**config.mk**
```make
export PLATFORM = sky130hd
export DESIGN_NAME = logic_unit_arbiter_flat
export DESIGN_NICKNAME = d
export VERILOG_FILES = /design/src/rtl/logic_unit_arbiter_if.sv /design/src/rtl/logic_unit_arbiter.sv /design/src/flat_wrapper.sv
export SDC_FILE = /design/constraint.sdc
export NUM_CORES = 1
export LEC_CHECK = 0
export CAP_MARGIN = 0
export CORE_AREA = 2 2 87 89
export CTS_BUF_LIST = sky130_fd_sc_hd__clkbuf_16
export DETAILED_ROUTE_END_ITERATION = 16
export DIE_AREA = 0 0 89 91
export DONT_BUFFER_PORTS = 1
export GPL_ROUTABILITY_DRIVEN = 0
export PLACE_DENSITY = 0.73
export SYNTH_ARGS = -nofsm -noshare
export SYNTH_HDL_FRONTEND = slang
export SYNTH_SLANG_ARGS = --single-unit
export TNS_END_PERCENT = 30
```
**constraint.sdc**
```tcl
create_clock -name clk -period 2.7 [get_ports clk]
set_input_delay 0.135 -clock clk [delete_from_list [all_inputs] [get_ports clk]]
set_output_delay 0.135 -clock clk [all_outputs]
set_load 0.02 [all_outputs]
```
**src/rtl/logic_unit_arbiter_if.sv**
```systemverilog
// Request/response bundle for the shared bitwise logic unit arbiter.
// slave: the arbiter side. master: the requesters plus the response consumer.
interface logic_unit_arbiter_if #(parameter int WIDTH = 16);
  logic             req0_valid;
  logic             req0_ready;
  logic [1:0]       req0_op;
  logic [WIDTH-1:0] req0_a;
  logic [WIDTH-1:0] req0_b;
  logic             req1_valid;
  logic             req1_ready;
  logic [1:0]       req1_op;
  logic [WIDTH-1:0] req1_a;
  logic [WIDTH-1:0] req1_b;
  logic             rsp_valid;
  logic             rsp_ready;
  logic             rsp_id;
  logic [WIDTH-1:0] rsp_data;
  logic             rsp_zero;

  modport slave (
    input  req0_valid, req0_op, req0_a, req0_b,
    input  req1_valid, req1_op, req1_a, req1_b,
    input  rsp_ready,
    output req0_ready, req1_ready,
    output rsp_valid, rsp_id, rsp_data, rsp_zero
  );

  modport master (
    output req0_valid, req0_op, req0_a, req0_b,
    output req1_valid, req1_op, req1_a, req1_b,
    output rsp_ready,
    input  req0_ready, req1_ready,
    input  rsp_valid, rsp_id, rsp_data, rsp_zero
  );
endinterface

```
**src/rtl/logic_unit_arbiter.sv**
```systemverilog
// Two-requester arbiter in front of a shared XOR/AND/OR/XNOR unit with one registered response slot.
// Define LU_ARB_FIXED_PRIO_EN for fixed priority (requester 0 always wins); default is round-robin.
module logic_unit_arbiter #(
  parameter int WIDTH = 16
) (
  input  logic                clk,
  input  logic                rst_n,
  logic_unit_arbiter_if.slave bus,
  output logic [7:0]          grant_cnt0,
  output logic [7:0]          grant_cnt1
);

  typedef enum logic {IDLE = 1'b0, RESP = 1'b1} state_t;

  state_t           state_r;
  state_t           state_next_s;
  logic             rsp_valid_r;
  logic             rsp_id_r;
  logic [WIDTH-1:0] rsp_data_r;
  logic             rsp_zero_r;
  logic             open_s;
  logic             winner_s;
  logic             grant0_s;
  logic             grant1_s;
  logic             hs_s;
  logic [1:0]       sel_op_s;
  logic [WIDTH-1:0] sel_a_s;
  logic [WIDTH-1:0] sel_b_s;
  logic [WIDTH-1:0] result_s;

  function automatic logic [WIDTH-1:0] lu_compute(input logic [1:0] op,
                                                   input logic [WIDTH-1:0] a,
                                                   input logic [WIDTH-1:0] b);
    logic [WIDTH-1:0] r;
    case (op)
      2'b00:   r = a ^ b;
      2'b01:   r = a & b;
      2'b10:   r = a | b;
      2'b11:   r = ~(a ^ b);
      default: r = a ^ b;
    endcase
    return r;
  endfunction

`ifdef LU_ARB_FIXED_PRIO_EN
  // Fixed priority: requester 0 wins whenever it is valid
  always_comb begin
    winner_s = 1'b0;
    if (bus.req0_valid) begin
      winner_s = 1'b0;
    end else begin
      winner_s = 1'b1;
    end
  end
`else
  logic last_r;

  // Round-robin: on contention the requester not granted last time wins
  always_comb begin
    winner_s = 1'b0;
    if (bus.req0_valid && bus.req1_valid) begin
      winner_s = ~last_r;
    end else if (bus.req0_valid) begin
      winner_s = 1'b0;
    end else begin
      winner_s = 1'b1;
    end
  end

  // Remember the last granted requester; starts at 1 so requester 0 wins first
  always_ff @(posedge clk or negedge rst_n) begin
    if (!rst_n) begin
      last_r <= 1'b1;
    end else if (hs_s) begin
      last_r <= winner_s;
    end else begin
      last_r <= last_r;
    end
  end
`endif

  // Accept window, grants and winner operand selection; ready never depends on operands
  always_comb begin
    open_s = 1'b0;
    if (state_r == IDLE) begin
      open_s = 1'b1;
    end else if (bus.rsp_ready) begin
      open_s = 1'b1;
    end else begin
      open_s = 1'b0;
    end
    grant0_s = open_s & bus.req0_valid & (winner_s == 1'b0);
    grant1_s = open_s & bus.req1_valid & (winner_s == 1'b1);
    hs_s     = grant0_s | grant1_s;
    if (winner_s) begin
      sel_op_s = bus.req1_op;
      sel_a_s  = bus.req1_a;
      sel_b_s  = bus.req1_b;
    end else begin
      sel_op_s = bus.req0_op;
      sel_a_s  = bus.req0_a;
      sel_b_s  = bus.req0_b;
    end
    result_s = lu_compute(sel_op_s, sel_a_s, sel_b_s);
  end

  // Next-state logic for the single response slot
  always_comb begin
    state_next_s = state_r;
    case (state_r)
      IDLE: begin
        if (hs_s) state_next_s = RESP;
        else      state_next_s = IDLE;
      end
      RESP: begin
        if (!bus.rsp_ready) state_next_s = RESP;
        else if (hs_s)      state_next_s = RESP;
        else                state_next_s = IDLE;
      end
      default: state_next_s = IDLE;
    endcase
  end

  // State register with a registered copy of rsp_valid
  always_ff @(posedge clk or negedge rst_n) begin
    if (!rst_n) begin
      state_r     <= IDLE;
      rsp_valid_r <= 1'b0;
    end else begin
      state_r     <= state_next_s;
      rsp_valid_r <= (state_next_s == RESP);
    end
  end

  // Response payload loads only on a handshake and otherwise holds
  always_ff @(posedge clk or negedge rst_n) begin
    if (!rst_n) begin
      rsp_id_r   <= 1'b0;
      rsp_data_r <= {WIDTH{1'b0}};
      rsp_zero_r <= 1'b0;
    end else if (hs_s) begin
      rsp_id_r   <= winner_s;
      rsp_data_r <= result_s;
      rsp_zero_r <= (result_s == {WIDTH{1'b0}});
    end else begin
      rsp_id_r   <= rsp_id_r;
      rsp_data_r <= rsp_data_r;
      rsp_zero_r <= rsp_zero_r;
    end
  end

  // Saturating diagnostic grant counters
  always_ff @(posedge clk or negedge rst_n) begin
    if (!rst_n) begin
      grant_cnt0 <= 8'h00;
      grant_cnt1 <= 8'h00;
    end else begin
      if (grant0_s && (grant_cnt0 != 8'hFF)) grant_cnt0 <= grant_cnt0 + 8'h01;
      else                                   grant_cnt0 <= grant_cnt0;
      if (grant1_s && (grant_cnt1 != 8'hFF)) grant_cnt1 <= grant_cnt1 + 8'h01;
      else                                   grant_cnt1 <= grant_cnt1;
    end
  end

  assign bus.req0_ready = grant0_s;
  assign bus.req1_ready = grant1_s;
  assign bus.rsp_valid  = rsp_valid_r;
  assign bus.rsp_id     = rsp_id_r;
  assign bus.rsp_data   = rsp_data_r;
  assign bus.rsp_zero   = rsp_zero_r;

endmodule
```
**src/flat_wrapper.sv**
```systemverilog
// flat-port wrapper written by rule: the top's interface ports become plain ports
module logic_unit_arbiter_flat 
#(
  parameter int WIDTH = 16
)
  (clk, rst_n, grant_cnt0, grant_cnt1, bus_req0_valid, bus_req0_op, bus_req0_a, bus_req0_b, bus_req1_valid, bus_req1_op, bus_req1_a, bus_req1_b, bus_rsp_ready, bus_req0_ready, bus_req1_ready, bus_rsp_valid, bus_rsp_id, bus_rsp_data, bus_rsp_zero);
  logic_unit_arbiter_if #(.WIDTH(WIDTH)) bus_i ();
  input  logic clk;
  input  logic rst_n;
  output logic [7:0] grant_cnt0;
  output logic [7:0] grant_cnt1;
  input wire logic [$bits(bus_i.req0_valid)-1:0] bus_req0_valid;
  input wire logic [$bits(bus_i.req0_op)-1:0] bus_req0_op;
  input wire logic [$bits(bus_i.req0_a)-1:0] bus_req0_a;
  input wire logic [$bits(bus_i.req0_b)-1:0] bus_req0_b;
  input wire logic [$bits(bus_i.req1_valid)-1:0] bus_req1_valid;
  input wire logic [$bits(bus_i.req1_op)-1:0] bus_req1_op;
  input wire logic [$bits(bus_i.req1_a)-1:0] bus_req1_a;
  input wire logic [$bits(bus_i.req1_b)-1:0] bus_req1_b;
  input wire logic [$bits(bus_i.rsp_ready)-1:0] bus_rsp_ready;
  output wire logic [$bits(bus_i.req0_ready)-1:0] bus_req0_ready;
  output wire logic [$bits(bus_i.req1_ready)-1:0] bus_req1_ready;
  output wire logic [$bits(bus_i.rsp_valid)-1:0] bus_rsp_valid;
  output wire logic [$bits(bus_i.rsp_id)-1:0] bus_rsp_id;
  output wire logic [$bits(bus_i.rsp_data)-1:0] bus_rsp_data;
  output wire logic [$bits(bus_i.rsp_zero)-1:0] bus_rsp_zero;
  assign bus_i.req0_valid = bus_req0_valid;
  assign bus_i.req0_op = bus_req0_op;
  assign bus_i.req0_a = bus_req0_a;
  assign bus_i.req0_b = bus_req0_b;
  assign bus_i.req1_valid = bus_req1_valid;
  assign bus_i.req1_op = bus_req1_op;
  assign bus_i.req1_a = bus_req1_a;
  assign bus_i.req1_b = bus_req1_b;
  assign bus_i.rsp_ready = bus_rsp_ready;
  assign bus_req0_ready = bus_i.req0_ready;
  assign bus_req1_ready = bus_i.req1_ready;
  assign bus_rsp_valid = bus_i.rsp_valid;
  assign bus_rsp_id = bus_i.rsp_id;
  assign bus_rsp_data = bus_i.rsp_data;
  assign bus_rsp_zero = bus_i.rsp_zero;
  logic_unit_arbiter #(.WIDTH(WIDTH)) u_core (.clk(clk), .rst_n(rst_n), .bus(bus_i), .grant_cnt0(grant_cnt0), .grant_cnt1(grant_cnt1));
endmodule
```
==> impl_metrics.csv, run 1 <==
group,metric,value,unit
power,irDropWorstVdd,471.7,uV
worst_setup_path,cp.arrival,2.76,ns
synth,synth-seq-cells,36,
timing,final_hold_viol_count,0,
global_route,overflow,0,
layout,final_cells,468,
clock_tree,htree_levels,2,
synth,synth-seq-area-share,0.2770,
layout,utilization,0.5147,
drt,route.detailed.drc,0,
placement,port_buffers,0,
worst_setup_path,cp-end-kind,"flip-flop",
drt,drtIter0Drc,135,
power,power.internal,1.459,mW
placement,place_hpwl,6.049,mm
worst_setup_path,critPathSlowestCell,"dfstp_2",
drt,drtPass1Iterations,4,
placement,detailed_place.area,0.003386,mm^2
clock_tree,cts_buffer_depth,2,
clock_tree,post_cts_buffers,0,
timing,finalCriticalPeriod,2.577,ns
power,p_switching,1.042,mW
global_route,grt_max_degree,37,
worst_setup_path,cp_num_buf_inv,1,
worst_setup_path,path_max_fanout,26,
layout,syn_to_final_growth,12.79,%
layout,stdcell_area,0.003674,mm^2
timing,drv_slew,0,
worst_setup_path,startpoint_type,"flip-flop",
clock_tree,clock_latency,0.27,ns
synth,ys.flop_type,"dfrtp_1",
timing,finClkSkew,0.004384,ns
floorplan,rows,31,
drt,post_drt_wl_per_cell,17.05,um
worst_setup_path,cp_top_family,"compound AO/OA/AOI/OAI gates",
floorplan,die_area,0.008099,mm^2
layout,drive_above_1_share,0.2195,
clock_tree,cts.clk_slew.worst_paths,0.05,ns
floorplan,ios,110,
hold_path,holdCritPathClass,"in -> reg",
worst_setup_path,cp.required,2.88,ns
synth,synthCells,362,
timing,worst_pin_slew,0.7102,ns
synth,synth_edf_count,0,
global_route,grt_use_total,0.1928,
global_route,grt_antenna_before_repair,0,
synth,synth.distinct_cells,54,
outcome,outcome,"completed",
layout,multi_input_area,0.002235,mm^2
layout,final_net_count,475,
drt,wirelength,7.978,mm
synth,yosysWarningCount,0,
power,powerDensity,680.7,mW/mm^2
timing,post-route-period-util,0.9545,
floorplan,die_h,91,um
synth,yosysTopAreaCellShare,0.2689,
synth,syn_nets,469,
worst_setup_path,slowest_delay,0.54,ns
timing,max_freq,0.3880,GHz
drt,drt.antenna.violating_nets,0,
global_route,grt_pass1_vias,2589,
power,pwr-share-seq,0.425,
power,power_leakage,1.691,nW
timing,relSlewSlack,0.5233,
synth,synthArstFlopShare,1.000,
synth,postSynthAreaPerCell,8.997,um^2
synth,synth.largest_area_cell,"dfrtp_1",
layout,regArea,902.1,um^2
floorplan,core,0.007137,mm^2
power,p_sw_frac,0.4166,
timing,setup_viol,0,
drt,dr_total_vias,2743,
power,combPwrFrac,0.365,
placement,place_inst,456,
power,clockPowerShare,0.211,
drt,drt-vias-per-instance,5.861,
floorplan,die_w,89,um
clock_tree,clock-root-buffer,"clkbuf_16",
synth,synth_area,0.003257,mm^2
clock_tree,cts_tree,"done",
job,max_cap_violations,0,
synth,ys_top_cells_by_area,"dfrtp_1 (27%), ha_1 (13%), mux2_2 (12%)",
timing,final.setup.tns,0,ns
power,p_total,2.501,mW
clock_tree,cts_buffers,5,
clock_tree,clock-sinks,36,
worst_setup_path,critPathKind,"reg -> reg",
floorplan,start_util,0.4563,
layout,fillCellCount,673,
layout,antenna_cells,0,
worst_setup_path,crit_chain,"nand2b_1 > nand2_2 > buf_12 > mux2_2 > ha_1 > a21oi_1 > a211oi_2 > o31a_1 > nand4_1 > o31ai_2",
global_route,grt_pass1_wl,12.41,mm
flip-flops by register name, indices dropped and copies added (netlist names):
signal               count
u_core.grant_cnt0        8
u_core.bus.rsp_data     16
u_core.grant_cnt1        8
u_core.state_r           1
u_core.bus.rsp_zero      1
u_core.bus.rsp_id        1
u_core.last_r            1
per-stage QoR:
stage | hold WS [ns] | worst slack [ns]
after detailed placement | -0.1594 | 0.001181
after floorplan | -0.1606 | 0.001184
after global routing | 0.1673 | -0.0003997
after CTS | 0.1316 | 0.01118
final | 0.1390 | 0.1229
after global placement | -0.1593 | 0.06379
layer usage:
| layer | up-vias | part of all wire | global-route usage |
|---|---|---|---|
| li1 | 1311 | - | - |
| met1 | 1305 | 0.42 | 0.2537 |
| met2 | 119 | 0.49 | 0.3047 |
| met3 | 8 | 0.081 | 0.05818 |
| met4 | 0 | 0.011 | 0.05473 |
| met5 | - | 0 | 0 |
cell type report:
class,instances,area share
clock inverters,3,0.003065
multi-input cells,275,0.6083
clock buffers,5,0.03406
inverters,35,0.03576
flip-flops and latches,36,0.2456
repair buffers,15,0.03951
well taps,99,0.03372
Yosys cell counts (all sizes together), types with 2 or more instances:
library cell	instances
a211o	8
xnor2	9
a22oi	4
nor2	10
o221ai	2
nand3	15
xor2	5
mux2	35
nand4	6
o31ai	3
o21ai	24
ha	34
o32ai	2
inv	35
and3	6
a211oi	4
a31oi	5
or3	3
nor3	10
o211ai	4
o22ai	3
nand2b	6
a21boi	3
dfrtp	35
clkbuf	2
o32a	6
nand2	36
buf	14
a21oi	23
power by group through the flow:
stage / registers, mW / clock network (mW) / logic [mW]
2_1_floorplan: 1.02 / 0 / 0.672
3_3_place_gp: 1.07 / 0 / 0.802
3_5_place_dp: 1.07 / 0 / 0.839
4_1_cts: 1.06 / 0.542 / 0.869
5_1_grt: 1.09 / 0.566 / 1.01
6_report: 1.06 / 0.527 / 0.912
worst register-to-register path, delay by kind of cell (launching register included):
family,cells,cell delay [ns]
buffers and inverters,1,0.19
adders and majority gates,1,0.36
and+or+nand+nor,3,0.36
DFF,1,0.54
muxes,1,0.31
AOI/OAI and AO/OA,4,0.73
cell families (layout without fill, tap and decap cells):
| kind of cell | after synthesis | count (layout) | share of synthesized area |
|---|---|---|---|
| mux | 36 | 36 | 0.1241 |
| compound gates | 97 | 97 | 0.2144 |
| xor+xnor | 14 | 14 | 0.03765 |
| flops | 36 | 36 | 0.2770 |
| simple gates | 94 | 94 | 0.1483 |
| fa+ha+maj | 34 | 34 | 0.1306 |
| buf+inv | 51 | 58 | 0.06800 |
timing repair:
| action | CTS | global route |
|---|---|---|
| setup endpoints to repair | 1 | 1 |
| pin swaps | 0 | 1 |
| resized for setup | 2 | 14 |
| endpoints found under the hold margin | 37 | 0 |
| hold buffers | 4 | 0 |
final timing paths:
kind | startpoint | endpoint | slack, ns | cells after the start
hold reg to reg | u_core.last_r | u_core.last_r | 0.47 | 2
min in group asynchronous | rst_n | u_core.bus.rsp_id | 0.31 | 2
setup reg to reg | u_core.last_r | u_core.bus.rsp_zero | 0.12 | 10
max in group asynchronous | rst_n | u_core.last_r | 2.14 | 2
hold / removal | bus_rsp_ready | u_core.state_r | 0.14 | 2
setup / recovery | u_core.last_r | u_core.bus.rsp_zero | 0.12 | 10
cells in the final DEF, fill, tap and decap left out, types with 3 or more instances in the layout:
cell / instances
nand2b_1: 6
xor2_1: 5
a211o_1: 8
o21ai_1: 9
o21ai_0: 13
a211oi_2: 3
ha_1: 30
o211ai_1: 4
o32a_1: 6
nand3_1: 13
nand2_1: 34
buf_4: 10
or3_1: 3
nor3_1: 10
xnor2_1: 9
dlygate4sd3_1: 3
o22ai_1: 3
mux2_2: 35
nand4_1: 6
dfrtp_1: 35
ha_4: 4
a31oi_1: 3
and3_1: 5
a21oi_1: 23
nor2_1: 8
inv_1: 36
clkbuf_16: 5
Power figures use the tool's default switching activity.
==> run 2, diff against run 1 <==
--- a/config.mk
+++ b/config.mk
@@ -6,13 +6,13 @@
 export NUM_CORES = 1
 export LEC_CHECK = 0
 export CAP_MARGIN = 0
-export CORE_AREA = 2 2 87 89
+export CORE_AREA = 2 2 94 96
 export CTS_BUF_LIST = sky130_fd_sc_hd__clkbuf_16
 export DETAILED_ROUTE_END_ITERATION = 16
-export DIE_AREA = 0 0 89 91
+export DIE_AREA = 0 0 96 98
 export DONT_BUFFER_PORTS = 1
 export GPL_ROUTABILITY_DRIVEN = 0
-export PLACE_DENSITY = 0.73
+export PLACE_DENSITY = 0.65
 export SYNTH_ARGS = -nofsm -noshare
 export SYNTH_HDL_FRONTEND = slang
 export SYNTH_SLANG_ARGS = --single-unit
==> run 2 against run 1 <==
Against the previous run:
- die area is 16% higher
- final cell count increased by 3.4%
- fmax rose by 0.16%
- utilization fell by 6.2 points
- hold slack got worse by 0.0051 ns
- cell area is 4.4% higher
- critical path type unchanged
- critical endpoint unchanged
- largest cell class unchanged
==> impl_metrics.csv, run 2 (synthesis results as in run 1) <==
group,metric,value,unit
placement,port_buffers,0,
drt,drt-vias-per-instance,5.630,
drt,route.detailed.drc,0,
clock_tree,cts_tree,"done",
drt,post_drt_wl_per_cell,17.17,um
worst_setup_path,path_max_fanout,7,
timing,max_freq,0.3886,GHz
power,powerDensity,672.6,mW/mm^2
clock_tree,cts_buffers,5,
global_route,grt_use_total,0.1674,
drt,wl_met2,4.012,mm
drt,met3_length,584,um
layout,largest_reg_flops,16,
job,max_cap_violations,0,
global_route,overflow,0,
timing,drv_slew,0,
hold_path,holdCritPathClass,"in -> reg",
drt,drt.antenna.violating_nets,0,
clock_tree,cts_buffer_depth,2,
worst_setup_path,cp.arrival,2.76,ns
placement,place_inst,465,
placement,place_hpwl,6.038,mm
layout,syn_to_final_growth,17.75,%
worst_setup_path,cp.required,2.89,ns
layout,multi_input_area,0.002290,mm^2
layout,layout_common_cells,"inv_1 (35), dfrtp_1 (35), nand2_1 (34)",
timing,finClkSkew,0.007272,ns
floorplan,core,0.008466,mm^2
worst_setup_path,critPathKind,"reg -> reg",
hold_path,min_from,"bus_rsp_ready",
layout,fillCellCount,816,
worst_setup_path,r2r_start,"u_core.last_r",
worst_setup_path,setup.worst_path.end,"u_core.bus.rsp_zero",
worst_setup_path,r2r_cells,11,
global_route,grt_pass1_wl,12.52,mm
drt,routed.top_layer,"met4",
drt,wirelength,8.312,mm
floorplan,die_w,96,um
layout,final_cells,484,
layout,antenna_cells,0,
timing,finalCriticalPeriod,2.573,ns
timing,relSlewSlack,0.2525,
worst_setup_path,r2r_setup_slack,0.13,ns
floorplan,rows,34,
timing,worst_pin_slew,1.114,ns
worst_setup_path,crit_start,"u_core.last_r",
floorplan,die_h,98,um
worst_setup_path,cp-end-kind,"flip-flop",
worst_setup_path,r2r_end,"u_core.bus.rsp_zero",
power,power_leakage,1.762,nW
timing,final.setup.tns,0,ns
floorplan,die_area,0.009408,mm^2
layout,drive_above_1_share,0.2500,
drt,drtIter0Drc,97,
drt,drtPass1Iterations,4,
clock_tree,cts.clk_slew.worst_paths,0.06,ns
timing,rsz0062_at_grt,"yes",
global_route,grt_max_degree,37,
clock_tree,clock-sinks,36,
floorplan,ios,110,
timing,setup_viol,0,
global_route,grt_antenna_before_repair,0,
outcome,outcome,"completed",
timing,final_hold_viol_count,0,
clock_tree,clock_latency,0.27,ns
timing,post-route-period-util,0.9530,
global_route,grt_pass1_vias,2531,
clock_tree,htree_levels,2,
floorplan,start_util,0.3847,
drt,wl_met1,3.659,mm
power,irDropWorstVdd,483.5,uV
drt,dr_total_vias,2725,
layout,final_net_count,482,
worst_setup_path,startpoint_type,"flip-flop",
layout,regArea,902.1,um^2
clock_tree,clock-root-buffer,"clkbuf_16",
[run 2: cell count changes in the layout (fill, tap and decap cells not counted), moves of 2 or more]
cell | previous run | this run
buf_4 | 10 | 14
clkbuf_16 | 5 | 7
ha_1 | 30 | 28
mux2_2 | 35 | 33
mux2_4 | 0 | 2
nand2b_1 | 6 | 4
nand2b_4 | 0 | 2
[run 2: report_power, final]
group	internal (mW)	total [mW]	switching [mW]
Sequential	0.696	1.06	0.369
Clock	0.335	0.544	0.209
Combinational	0.475	0.971	0.495
[run 2: how the worst min path moves through the flow]
stage	endpoint	slack, ns	cells past startpoint
final	u_core.state_r	0.13	2
after floorplan	u_core.bus.rsp_data[0]	-0.16	0
after global routing	u_core.state_r	0.18	2
after global placement	u_core.grant_cnt0[4]	-0.16	0
after detailed placement	u_core.grant_cnt0[6]	-0.16	0
after CTS	u_core.state_r	0.14	2
[run 2: timing repair]
action                     in CTS  in global routing
pin swaps                       0                  8
buffers inserted                0                  4
setup endpoints to repair       1                  1
resized for setup               6                 19
hold buffers                    4                  0
hold endpoints to repair       37                  0
cloned                          0                  3
[run 2: worst max-delay path, cell delays in order, from the launching register on]
cell and delay, ns:
dfstp_2 0.54, nand2b_4 0.15, nand2_8 0.09, mux2_4 0.34
ha_4 0.29, nand2b_1 0.11, a22oi_1 0.07, o21ai_1 0.20
o221ai_2 0.14, a31oi_1 0.19, nand4_1 0.13, o31ai_2 0.23
[run 2: per-layer routing]
layer | vias to the layer above | GRT usage
met4 | 0 | 0.03736
met5 | - | 0
met1 | 1283 | 0.2264
met2 | 105 | 0.2634
li1 | 1329 | -
met3 | 8 | 0.04938
[run 2: layout make-up]
type	instances	area share
multi-input cells	275	0.5971
clock buffers	5	0.03263
flip-flops and latches	36	0.2352
well taps	108	0.03524
repair buffers	22	0.06166
clock inverters	3	0.003915
inverters	35	0.03426
[run 2: metrics by stage]
stage            util  hold WS, ns  power (mW)  area, um^2  worst slack (ns)
5_1_grt        0.4530       0.1752       2.762        3835          -0.04845
3_3_place_gp   0.4013      -0.1591       1.882        3397           0.05038
6_report       0.4530       0.1339       2.579        3835            0.1269
2_1_floorplan       -      -0.1606       1.691        3259          0.001184
4_1_cts        0.4273       0.1394       2.504        3617           0.01245
3_5_place_dp   0.4013      -0.1594       1.910        3397          -0.01426
